<file path="config.mk">
export PLATFORM = sky130hd
export DESIGN_NAME = idma_desc64_apb_submitter
export DESIGN_NICKNAME = d
export VERILOG_FILES = /design/src/rtl/idma_desc64_apb_submitter.sv
export SDC_FILE = /design/constraint.sdc
export NUM_CORES = 1
export LEC_CHECK = 0
export CORE_MARGIN = 1
export CORE_UTILIZATION = 55
export CTS_BUF_LIST = sky130_fd_sc_hd__clkbuf_4 sky130_fd_sc_hd__clkbuf_8
export CTS_CLUSTER_DIAMETER = 50
export DETAILED_ROUTE_END_ITERATION = 6
export PLACE_DENSITY = 0.81
export REMOVE_ABC_BUFFERS = 1
export SYNTH_ARGS = -nofsm -noshare
export SYNTH_HDL_FRONTEND = slang
export SYNTH_SLANG_ARGS = --single-unit
</file>
<file path="constraint.sdc">
create_clock -name clk_i -period 11.4 [get_ports clk_i]
set_input_delay 2.28 -clock clk_i [delete_from_list [all_inputs] [get_ports clk_i]]
set_output_delay 2.28 -clock clk_i [all_outputs]
set_load 0.005 [all_outputs]
</file>
<file path="src/rtl/idma_desc64_apb_submitter.sv">
// rtl/idma_desc64_apb_submitter.sv - APB initiator submitting 64-bit descriptor addresses
//
// Purpose: buffers descriptor addresses from a ready/valid stream in a small FIFO and
// issues one APB write per address to the desc64 frontend DESC_ADDR register.
// Waits out responder PREADY stalls without aborting, and flags long stalls.
//
// Ports:
//   clk_i, rst_i      clock (rising edge), asynchronous active-high reset
//   desc_addr_i       descriptor address to submit
//   desc_valid_i      desc_addr_i valid
//   desc_ready_o      buffer can accept (not full)
//   apb_req_o         registered APB request (psel/penable/pwrite/pprot/paddr/pwdata/pstrb)
//   apb_rsp_i         APB response (pready/prdata/pslverr); prdata is ignored
//   busy_o            buffer non-empty or a transfer in progress
//   err_o             one-cycle pulse after a write completed with PSLVERR
//   err_cnt_o         saturating count of PSLVERR completions
//   stall_o           current access has waited at least StallCycles with PREADY low
//   clear_err_i       synchronous clear of err_cnt_o

package idma_desc64_apb_submitter_pkg;

  typedef struct packed {
    logic        psel;
    logic        penable;
    logic        pwrite;
    logic [2:0]  pprot;
    logic [31:0] paddr;
    logic [63:0] pwdata;
    logic [7:0]  pstrb;
  } apb_req_t;

  typedef struct packed {
    logic        pready;
    logic [63:0] prdata;
    logic        pslverr;
  } apb_rsp_t;

endpackage

module idma_desc64_apb_submitter #(
  parameter int unsigned          AddrWidth      = 32,
  parameter int unsigned          DataWidth      = 64,
  parameter logic [AddrWidth-1:0] DescAddrOffset = '0,
  parameter int unsigned          FifoDepth      = 4,
  parameter int unsigned          StallCycles    = 1024,
  parameter type apb_req_t = idma_desc64_apb_submitter_pkg::apb_req_t,
  parameter type apb_rsp_t = idma_desc64_apb_submitter_pkg::apb_rsp_t
) (
  input  logic        clk_i,
  input  logic        rst_i,
  input  logic [63:0] desc_addr_i,
  input  logic        desc_valid_i,
  output logic        desc_ready_o,
  output apb_req_t    apb_req_o,
  input  apb_rsp_t    apb_rsp_i,
  output logic        busy_o,
  output logic        err_o,
  output logic [15:0] err_cnt_o,
  output logic        stall_o,
  input  logic        clear_err_i
);

  localparam int unsigned IdxW = $clog2(FifoDepth);
  localparam int unsigned PtrW = IdxW + 1;

  typedef enum logic [1:0] {
    StIdle   = 2'd0,
    StSetup  = 2'd1,
    StAccess = 2'd2
  } state_e;

  // ---------------------------------------------------------------------------
  // Address FIFO. The head stays in the FIFO while its write is in flight and is
  // only popped on completion, so an in-flight entry occupies a slot.
  // ---------------------------------------------------------------------------
  logic [63:0]     mem_q [FifoDepth];
  logic [PtrW-1:0] wr_ptr_q, wr_ptr_d;
  logic [PtrW-1:0] rd_ptr_q, rd_ptr_d;
  logic [PtrW-1:0] fifo_count;
  logic [IdxW-1:0] wr_idx, rd_idx, rd_idx_next;
  logic            fifo_empty, fifo_full;
  logic            push, pop;
  logic [63:0]     fifo_head, fifo_head_next;

  assign wr_idx      = wr_ptr_q[IdxW-1:0];
  assign rd_idx      = rd_ptr_q[IdxW-1:0];
  assign rd_idx_next = rd_idx + IdxW'(1);
  assign fifo_empty  = (wr_ptr_q == rd_ptr_q);
  // Full when the index bits match but the wrap bits differ.
  assign fifo_full   = (wr_idx == rd_idx) && (wr_ptr_q[PtrW-1] != rd_ptr_q[PtrW-1]);
  assign fifo_count  = wr_ptr_q - rd_ptr_q;
  assign fifo_head      = mem_q[rd_idx];
  assign fifo_head_next = mem_q[rd_idx_next];

  assign desc_ready_o = !fifo_full;
  assign push         = desc_valid_i && !fifo_full;

  always_comb begin
    wr_ptr_d = wr_ptr_q;
    rd_ptr_d = rd_ptr_q;
    if (push) wr_ptr_d = wr_ptr_q + PtrW'(1);
    if (pop)  rd_ptr_d = rd_ptr_q + PtrW'(1);
  end

  // Storage needs no reset: only entries between the pointers are ever read.
  always_ff @(posedge clk_i) begin
    if (push) mem_q[wr_idx] <= desc_addr_i;
  end

  // ---------------------------------------------------------------------------
  // APB FSM
  // ---------------------------------------------------------------------------
  state_e   state_q, state_d;
  apb_req_t req_q, req_d;
  logic     more_pending;

  assign pop = (state_q == StAccess) && apb_rsp_i.pready;
  // Another entry behind the head that completes this cycle.
  assign more_pending = (fifo_count > PtrW'(1));

  function automatic apb_req_t setup_req(input logic [63:0] addr);
    apb_req_t r;
    r        = '0;
    r.psel   = 1'b1;
    r.pwrite = 1'b1;
    r.paddr  = DescAddrOffset;
    r.pwdata = DataWidth'(addr);
    r.pstrb  = '1;
    return r;
  endfunction

  // State register
  always_ff @(posedge clk_i or posedge rst_i) begin
    if (rst_i) begin
      state_q <= StIdle;
    end else begin
      state_q <= state_d;
    end
  end

  // Next-state logic
  always_comb begin
    state_d = state_q;
    case (state_q)
      StIdle:   if (!fifo_empty) state_d = StSetup;
      StSetup:  state_d = StAccess;
      StAccess: if (apb_rsp_i.pready) state_d = more_pending ? StSetup : StIdle;
      default:  state_d = StIdle;
    endcase
  end

  // Output logic: the request for the next cycle is computed here and registered,
  // so the bus sees clean flop outputs and ACCESS simply holds SETUP's fields.
  always_comb begin
    req_d = req_q;
    case (state_q)
      StIdle:   req_d = fifo_empty ? '0 : setup_req(fifo_head);
      StSetup:  req_d.penable = 1'b1;
      StAccess: if (apb_rsp_i.pready) req_d = more_pending ? setup_req(fifo_head_next) : '0;
      default:  req_d = '0;
    endcase
  end

  // ---------------------------------------------------------------------------
  // Error reporting and stall monitor
  // ---------------------------------------------------------------------------
  logic        err_q, err_d;
  logic [15:0] err_cnt_q, err_cnt_d;
  logic [15:0] wait_cnt_q, wait_cnt_d;
  logic        stall_q, stall_d;
  logic        waiting, stall_hit;

  assign waiting = (state_q == StAccess) && !apb_rsp_i.pready;
  assign stall_hit = (StallCycles != 0) && (32'(wait_cnt_q) >= (StallCycles - 32'd1));

  always_comb begin
    err_d     = pop && apb_rsp_i.pslverr;
    err_cnt_d = err_cnt_q;
    if (clear_err_i) begin
      err_cnt_d = '0;
    end else if (err_d && (err_cnt_q != 16'hFFFF)) begin
      err_cnt_d = err_cnt_q + 16'd1;
    end

    wait_cnt_d = '0;
    stall_d    = 1'b0;
    if (waiting) begin
      wait_cnt_d = (wait_cnt_q == 16'hFFFF) ? wait_cnt_q : wait_cnt_q + 16'd1;
      // Sticky until the access completes; the transfer itself is never aborted.
      stall_d    = stall_q || stall_hit;
    end
  end

  always_ff @(posedge clk_i or posedge rst_i) begin
    if (rst_i) begin
      wr_ptr_q   <= '0;
      rd_ptr_q   <= '0;
      req_q      <= '0;
      err_q      <= 1'b0;
      err_cnt_q  <= '0;
      wait_cnt_q <= '0;
      stall_q    <= 1'b0;
    end else begin
      wr_ptr_q   <= wr_ptr_d;
      rd_ptr_q   <= rd_ptr_d;
      req_q      <= req_d;
      err_q      <= err_d;
      err_cnt_q  <= err_cnt_d;
      wait_cnt_q <= wait_cnt_d;
      stall_q    <= stall_d;
    end
  end

  logic unused_prdata;
  assign unused_prdata = ^apb_rsp_i.prdata;

  assign apb_req_o = req_q;
  assign busy_o    = !fifo_empty || (state_q != StIdle);
  assign err_o     = err_q;
  assign err_cnt_o = err_cnt_q;
  assign stall_o   = stall_q;

endmodule

</file>
==> results of run 1 <==
[per-layer routing]
layer  vias up  share of wire (%)  routed length, µm
li1       4301                  -                  -
met3        49                8.2               2780
met2       432                 50              17100
met5         -                  0                  0
met1      4933                 40              13600
met4         0                1.7                574
[sequential cells by signal, summed over array words and instances (netlist names)]
register    flops
wr_ptr_q        3
apb_req_o      66
mem_q         256
state_q         2
wait_cnt_q     16
err_o           1
rd_ptr_q        3
stall_o         1
err_cnt_o      16
[final timing paths]
kind	cells past startpoint	to	from	slack [ps]
max	4	desc_ready_o	rd_ptr_q[0]	6530
min	1	wr_ptr_q[2]	wr_ptr_q[2]	490
max reg2reg	5	apb_req_o[70]	rd_ptr_q[0]	8090
min reg2reg	1	wr_ptr_q[2]	wr_ptr_q[2]	490
max in group asynchronous	3	apb_req_o[27]	rst_i	7930
min in group asynchronous	2	err_cnt_o[4]	rst_i	2190
[cell usage in the layout (no fill, tap or decap), types with 4 or more instances in the layout]
cell type	instances
nor3_1	8
conb_1	35
mux4_2	128
clkinv_1	12
nor4_1	4
dfrtp_1	106
nor4_2	4
clkbuf_4	20
inv_1	11
ha_1	8
clkdlybuf4s50_1	164
and2_4	4
or2_2	4
o31ai_1	4
o21ai_0	16
nor2_1	16
a22oi_1	64
buf_4	7
or4_1	4
o41ai_1	5
nand4_1	10
a21oi_1	15
or3_1	12
clkbuf_8	61
edfxtp_1	256
clkinv_2	10
nand2_1	89
nand3_1	78
[metrics by stage]
stage / std cells / worst slack (ps) / area [µm²]
floorplan: 934 / 2460 / 15800
global placement: 1489 / 6670 / 18100
detailed placement: 1489 / 6630 / 18100
CTS: 1597 / 6480 / 19200
global route: 1598 / 6440 / 19200
finish: 1600 / 6530 / 19200
[layout make-up]
class	count	area share (%)
flip-flops and latches	364	54.1
multi-input cells	557	28.3
repair buffers	171	8.81
clock buffers	81	5.15
well taps	384	2.50
clock inverters	27	0.840
inverters	13	0.267
diodes	3	0.0391
[cells by family after synthesis]
| logic type | after synthesis |
|---|---|
| flops | 364 |
| simple gates | 253 |
| mux | 133 |
| compound gates | 121 |
| buf+inv | 118 |
| fa+ha+maj | 10 |
| xor+xnor | 5 |
| other cells | 1 |
[worst max-delay path, delay by kind of cell (launching register included)]
kind,cells,cell delay (ps)
fa+ha+maj,1,440
buf+inv,1,450
flops,1,700
simple gates,2,400
[report_power, final]
group / total (mW) / internal (mW) / switching (mW) / leakage [nW]
logic: 2.14 / 1.06 / 1.08 / 2.51
clock network: 1.09 / 0.587 / 0.500 / 0.618
registers: 1.99 / 1.80 / 0.199 / 3.75
==> results.json, run 1 <==
{
  "regArea_um2": 10400,
  "final_util_pct": 66.4,
  "fmax_mhz": 205,
  "ys_seq_area_share_pct": 63.7,
  "vias": 9715,
  "crit_chain": "ha_1, nand2_1, or2_2, clkdlybuf4s50_1",
  "viasPerCell": 6.07,
  "async_flop_share_pct": 29.7,
  "synth_flop_cell": "edfxtp_1",
  "port-buffer-count": 164,
  "first_global_vias": 9869,
  "ant_nets": 0,
  "use_met2_pct": 38.5,
  "synth_area_leader_cell": "edfxtp_1",
  "die_w_um": 174,
  "cellPowerDensity_nw_per_um2": 272,
  "place_congestion": 0.840,
  "grt-ovfl-total": 0,
  "cp-start-kind": "register",
  "synth_compound_area_share_pct": 5.18,
  "synthTopCellsByCount": "edfxtp_1 (256), mux4_2 (128), dfrtp_1 (108)",
  "clkSlewWorstSetupHoldPaths_ps": 60,
  "skew_ps": 17.9,
  "critPathMaxStageDelay_ps": 700,
  "synth_top_family_by_area": "multiplexers",
  "status": "finished clean",
  "vdd_drop_max_mv": 0.286,
  "yosysTopAreaCellShare_pct": 47.2,
  "synth_area_per_cell_um2": 16.2,
  "holdWs_ps": 488,
  "fp.dieH_um": 174,
  "layout-drive-gt1-share_pct": 21.1,
  "yosys_warnings": 0,
  "cts_sinks": 364,
  "synth_edf_count": 256,
  "cp.required_ps": 9120,
  "maxSlewHeadroom_pct": 27.2,
  "synthMuxAreaShare_pct": 18.0,
  "cts_resized": 0,
  "grt_util_met3_pct": 5.21,
  "cts_made_buffers": 58,
  "avgRoutedWirePerCell_um": 21.3,
  "post-dp-hpwl_um": 18800,
  "grt_antenna_before_repair": 3,
  "core_area_um2": 28900,
  "crit_type": "register to primary output",
  "synth_cell_types": 54,
  "slew_viol_final": 0,
  "finalSetupTns_ps": 0,
  "multi_input_area_um2": 5440,
  "postCtsSetupBuffers": 0,
  "firstDrtPassIters": 5,
  "synthXorXnorAreaFrac_pct": 0.269,
  "crit_fanout": 33,
  "synth.most_common_cell": "edfxtp_1",
  "synth-simple-area-share_pct": 7.93,
  "hp-class": "register to register",
  "synth_area_um2": 16300,
  "arrival_ps": 2590,
  "fin_crit_sh_pct": 42.8,
  "row_count": 62,
  "rsz0062_at_grt": "false",
  "final_nets": 1309,
  "post-route-min-period_ps": 4870,
  "initialDrtViolationCount": 989,
  "holdBufCountCts": 0,
  "cts_root_buf": "clkbuf_8",
  "drt-total-wl_um": 34000,
  "insertion_delay_ps": 590,
  "drc": 0,
  "die-area_um2": 30300,
  "htreeDepth": 2,
  "max_cap_violations": 0,
  "synth-seq-cells": 364,
  "cp_slowest_cell": "dfrtp_4",
  "synth-adder-area-share_pct": 0.814,
  "grt_pass1_wl_um": 53800,
  "tightest_slew_ps": 1090,
  "syn_inst": 1005,
  "use_met1_pct": 30.7,
  "p_leak_nw": 6.88,
  "finalPower_mw": 5.22,
  "top_level_ports": 264,
  "cp-end-kind": "primary output",
  "start_util_pct": 56.3,
  "synth_area_leaders": "edfxtp_1 (47%), mux4_2 (18%), dfrtp_1 (17%)",
  "fillerInstances": 1951,
  "hold_viol": 0,
  "track_usage_pct": 23.0,
  "setup_viol": 0,
  "areaGrowthSynthToFinish_pct": 17.9,
  "grt.busiest_layer": "met2",
  "cts_tree": "built",
  "clk_path_buf_depth": 3,
  "grt_max_degree": 70
}
No activity file was read; power rests on OpenSTA's default activity.
==> inputs of run 2 (changes only) <==
==> constraint.sdc (replaced) <==
create_clock -name clk_i -period 4.9 [get_ports clk_i]
set_input_delay 0.98 -clock clk_i [delete_from_list [all_inputs] [get_ports clk_i]]
set_output_delay 0.98 -clock clk_i [all_outputs]
set_load 0.005 [all_outputs]
==> run 2 against run 1 <==
  * Combinational power rose by 130%
  * Final area rose by 0.63%
  * Clock power grew 140%
  * Register-to-register slack got worse by 6300 ps
  * Non-clock buffer count rose by 5
  * Largest cell class unchanged
==> results.json, run 2 (synthesis gave the netlist of run 1 again) <==
{
  "status": "finished clean",
  "start_util_pct": 56.3,
  "pre_cts_slack_ps": 1530,
  "row_count": 62,
  "internal-power_mw": 8.12,
  "port-buffer-count": 164,
  "clk_path_buf_depth": 3,
  "vdd_drop_max_mv": 0.510,
  "dp_cells": 1494,
  "fillerInstances": 1938,
  "drt-total-wl_um": 34700,
  "postCtsSetupBuffers": 0,
  "skew_ps": 38.3,
  "largest_reg_flops": 256,
  "initialDrtViolationCount": 753,
  "p_comb_share_pct": 40.3,
  "cts_sinks": 364,
  "htreeDepth": 2,
  "max_cap_violations": 0,
  "cellPowerDensity_nw_per_um2": 636,
  "avgRoutedWirePerCell_um": 21.6,
  "cts_tree": "built",
  "finalWorstSetupSlack_ps": 1120,
  "grt_antenna_before_repair": 3,
  "mostFrequentLayoutCells": "edfxtp_1 (256), clkdlybuf4s50_1 (164), mux4_2 (128)",
  "final_common_cell": "edfxtp_1",
  "track_usage_pct": 23.4,
  "crit_fanout": 37,
  "core_area_um2": 28900,
  "crit_type": "register to primary output",
  "layout-drive-gt1-share_pct": 21.9,
  "critPathMaxStageDelay_ps": 840,
  "p_clk_share_pct": 21.4,
  "viasPerCell": 6.14,
  "insertion_delay_ps": 610,
  "slew_viol_final": 0,
  "die-area_um2": 30300,
  "top_register": "mem_q",
  "hold_viol": 0,
  "post-dp-hpwl_um": 19700,
  "maxSlewHeadroom_pct": 28.5,
  "hp-class": "register to register",
  "post-route-min-period_ps": 3780,
  "vias": 9844,
  "cts_root_buf": "clkbuf_8",
  "r2r-start": "rd_ptr_q[1]",
  "areaGrowthSynthToFinish_pct": 18.7,
  "fp.dieH_um": 174,
  "clkSlewWorstSetupHoldPaths_ps": 60,
  "cp_slowest_cell": "dfrtp_4",
  "cp-startpoint": "rd_ptr_q[1]",
  "rsz0062_at_grt": "false",
  "p_leak_nw": 6.95,
  "cp.required_ps": 3920,
  "crit_chain": "inv_1, ha_1, nand2_1, or2_2, clkdlybuf4s50_1",
  "holdBufCountCts": 0,
  "drc": 0,
  "arrival_ps": 2800,
  "swShare_pct": 34.0,
  "cts_resized": 0,
  "setup_viol": 0,
  "final_nets": 1314,
  "grt_max_degree": 70,
  "firstDrtPassIters": 5,
  "ant_nets": 0,
  "tightest_slew_ps": 1070,
  "p_sw_mw": 4.18,
  "fin_crit_sh_pct": 77.1,
  "grt_pass1_wl_um": 54600,
  "fmax_mhz": 265,
  "die_w_um": 174,
  "cts_made_buffers": 58,
  "final_cells": 1604,
  "cp-start-kind": "register",
  "hold_start": "apb_req_o[108]",
  "grt-ovfl-total": 0,
  "top_level_ports": 264,
  "cp-end-kind": "primary output",
  "first_global_vias": 10000,
  "place_congestion": 0.838,
  "seqPwrFrac_pct": 38.3
}
==> run 2: path summary, 6_finish.rpt <==
check | endpoint | slack (ps) | depth (start not counted)
min | apb_req_o[108] | 480 | 2
min in group asynchronous | err_cnt_o[9] | 870 | 2
min reg2reg | apb_req_o[108] | 480 | 2
max in group asynchronous | state_q[1] | 3170 | 3
max | desc_ready_o | 1120 | 5
max reg2reg | mem_q[1][29] | 1820 | 5
==> run 2: per-layer routing <==
| layer | GRT usage, % | routed length, µm |
|---|---|---|
| met1 | 30.9 | 13900 |
| met4 | 6.87 | 708 |
| met3 | 5.66 | 2540 |
| met2 | 38.8 | 17600 |
| met5 | 0 | 13 |
==> run 2: area by class of cell <==
cell class                      count  area (µm²)  area share [%]
Multi-Input combinational cell    557        5440            28.1
Clock buffer                       89        1110            5.75
Tap cell                          384         480            2.48
Inverter                           13        51.3           0.265
Antenna cell                        1        2.50          0.0129
Sequential cell                   364       10400            53.8
Timing Repair Buffer              176        1740            9.02
Clock inverter                     20         115           0.595
==> run 2: through the flow <==
stage | utilization, % | area, µm² | hold WS, ps | TNS [ps] | total power [mW]
finish | 66.9 | 19300 | 481 | 0 | 12.3
global route | 66.8 | 19300 | 516 | 0 | 13.0
CTS | 66.8 | 19300 | 488 | 0 | 12.5
detailed placement | 62.6 | 18100 | 474 | 0 | 9.80
global placement | 62.6 | 18100 | 469 | 0 | 9.63
floorplan | - | 15800 | 462 | -763490 | 8.22
==> run 2: power groups by stage <==
stage                     Clock [mW]  Sequential [mW]  Combinational [mW]
after global routing            2.81             4.80                5.38
after global placement             0             4.71                4.92
final                           2.63             4.71                4.96
after CTS                       2.68             4.71                5.06
after detailed placement           0             4.76                5.05
after floorplan                    0             4.78                3.43
==> run 2: critical path: cells and delay by family, from the launching register on <==
| family | cells | cell delay (ps) |
|---|---|---|
| flops | 1 | 840 |
| buf+inv | 2 | 590 |
| simple gates | 2 | 400 |
| fa+ha+maj | 1 | 390 |
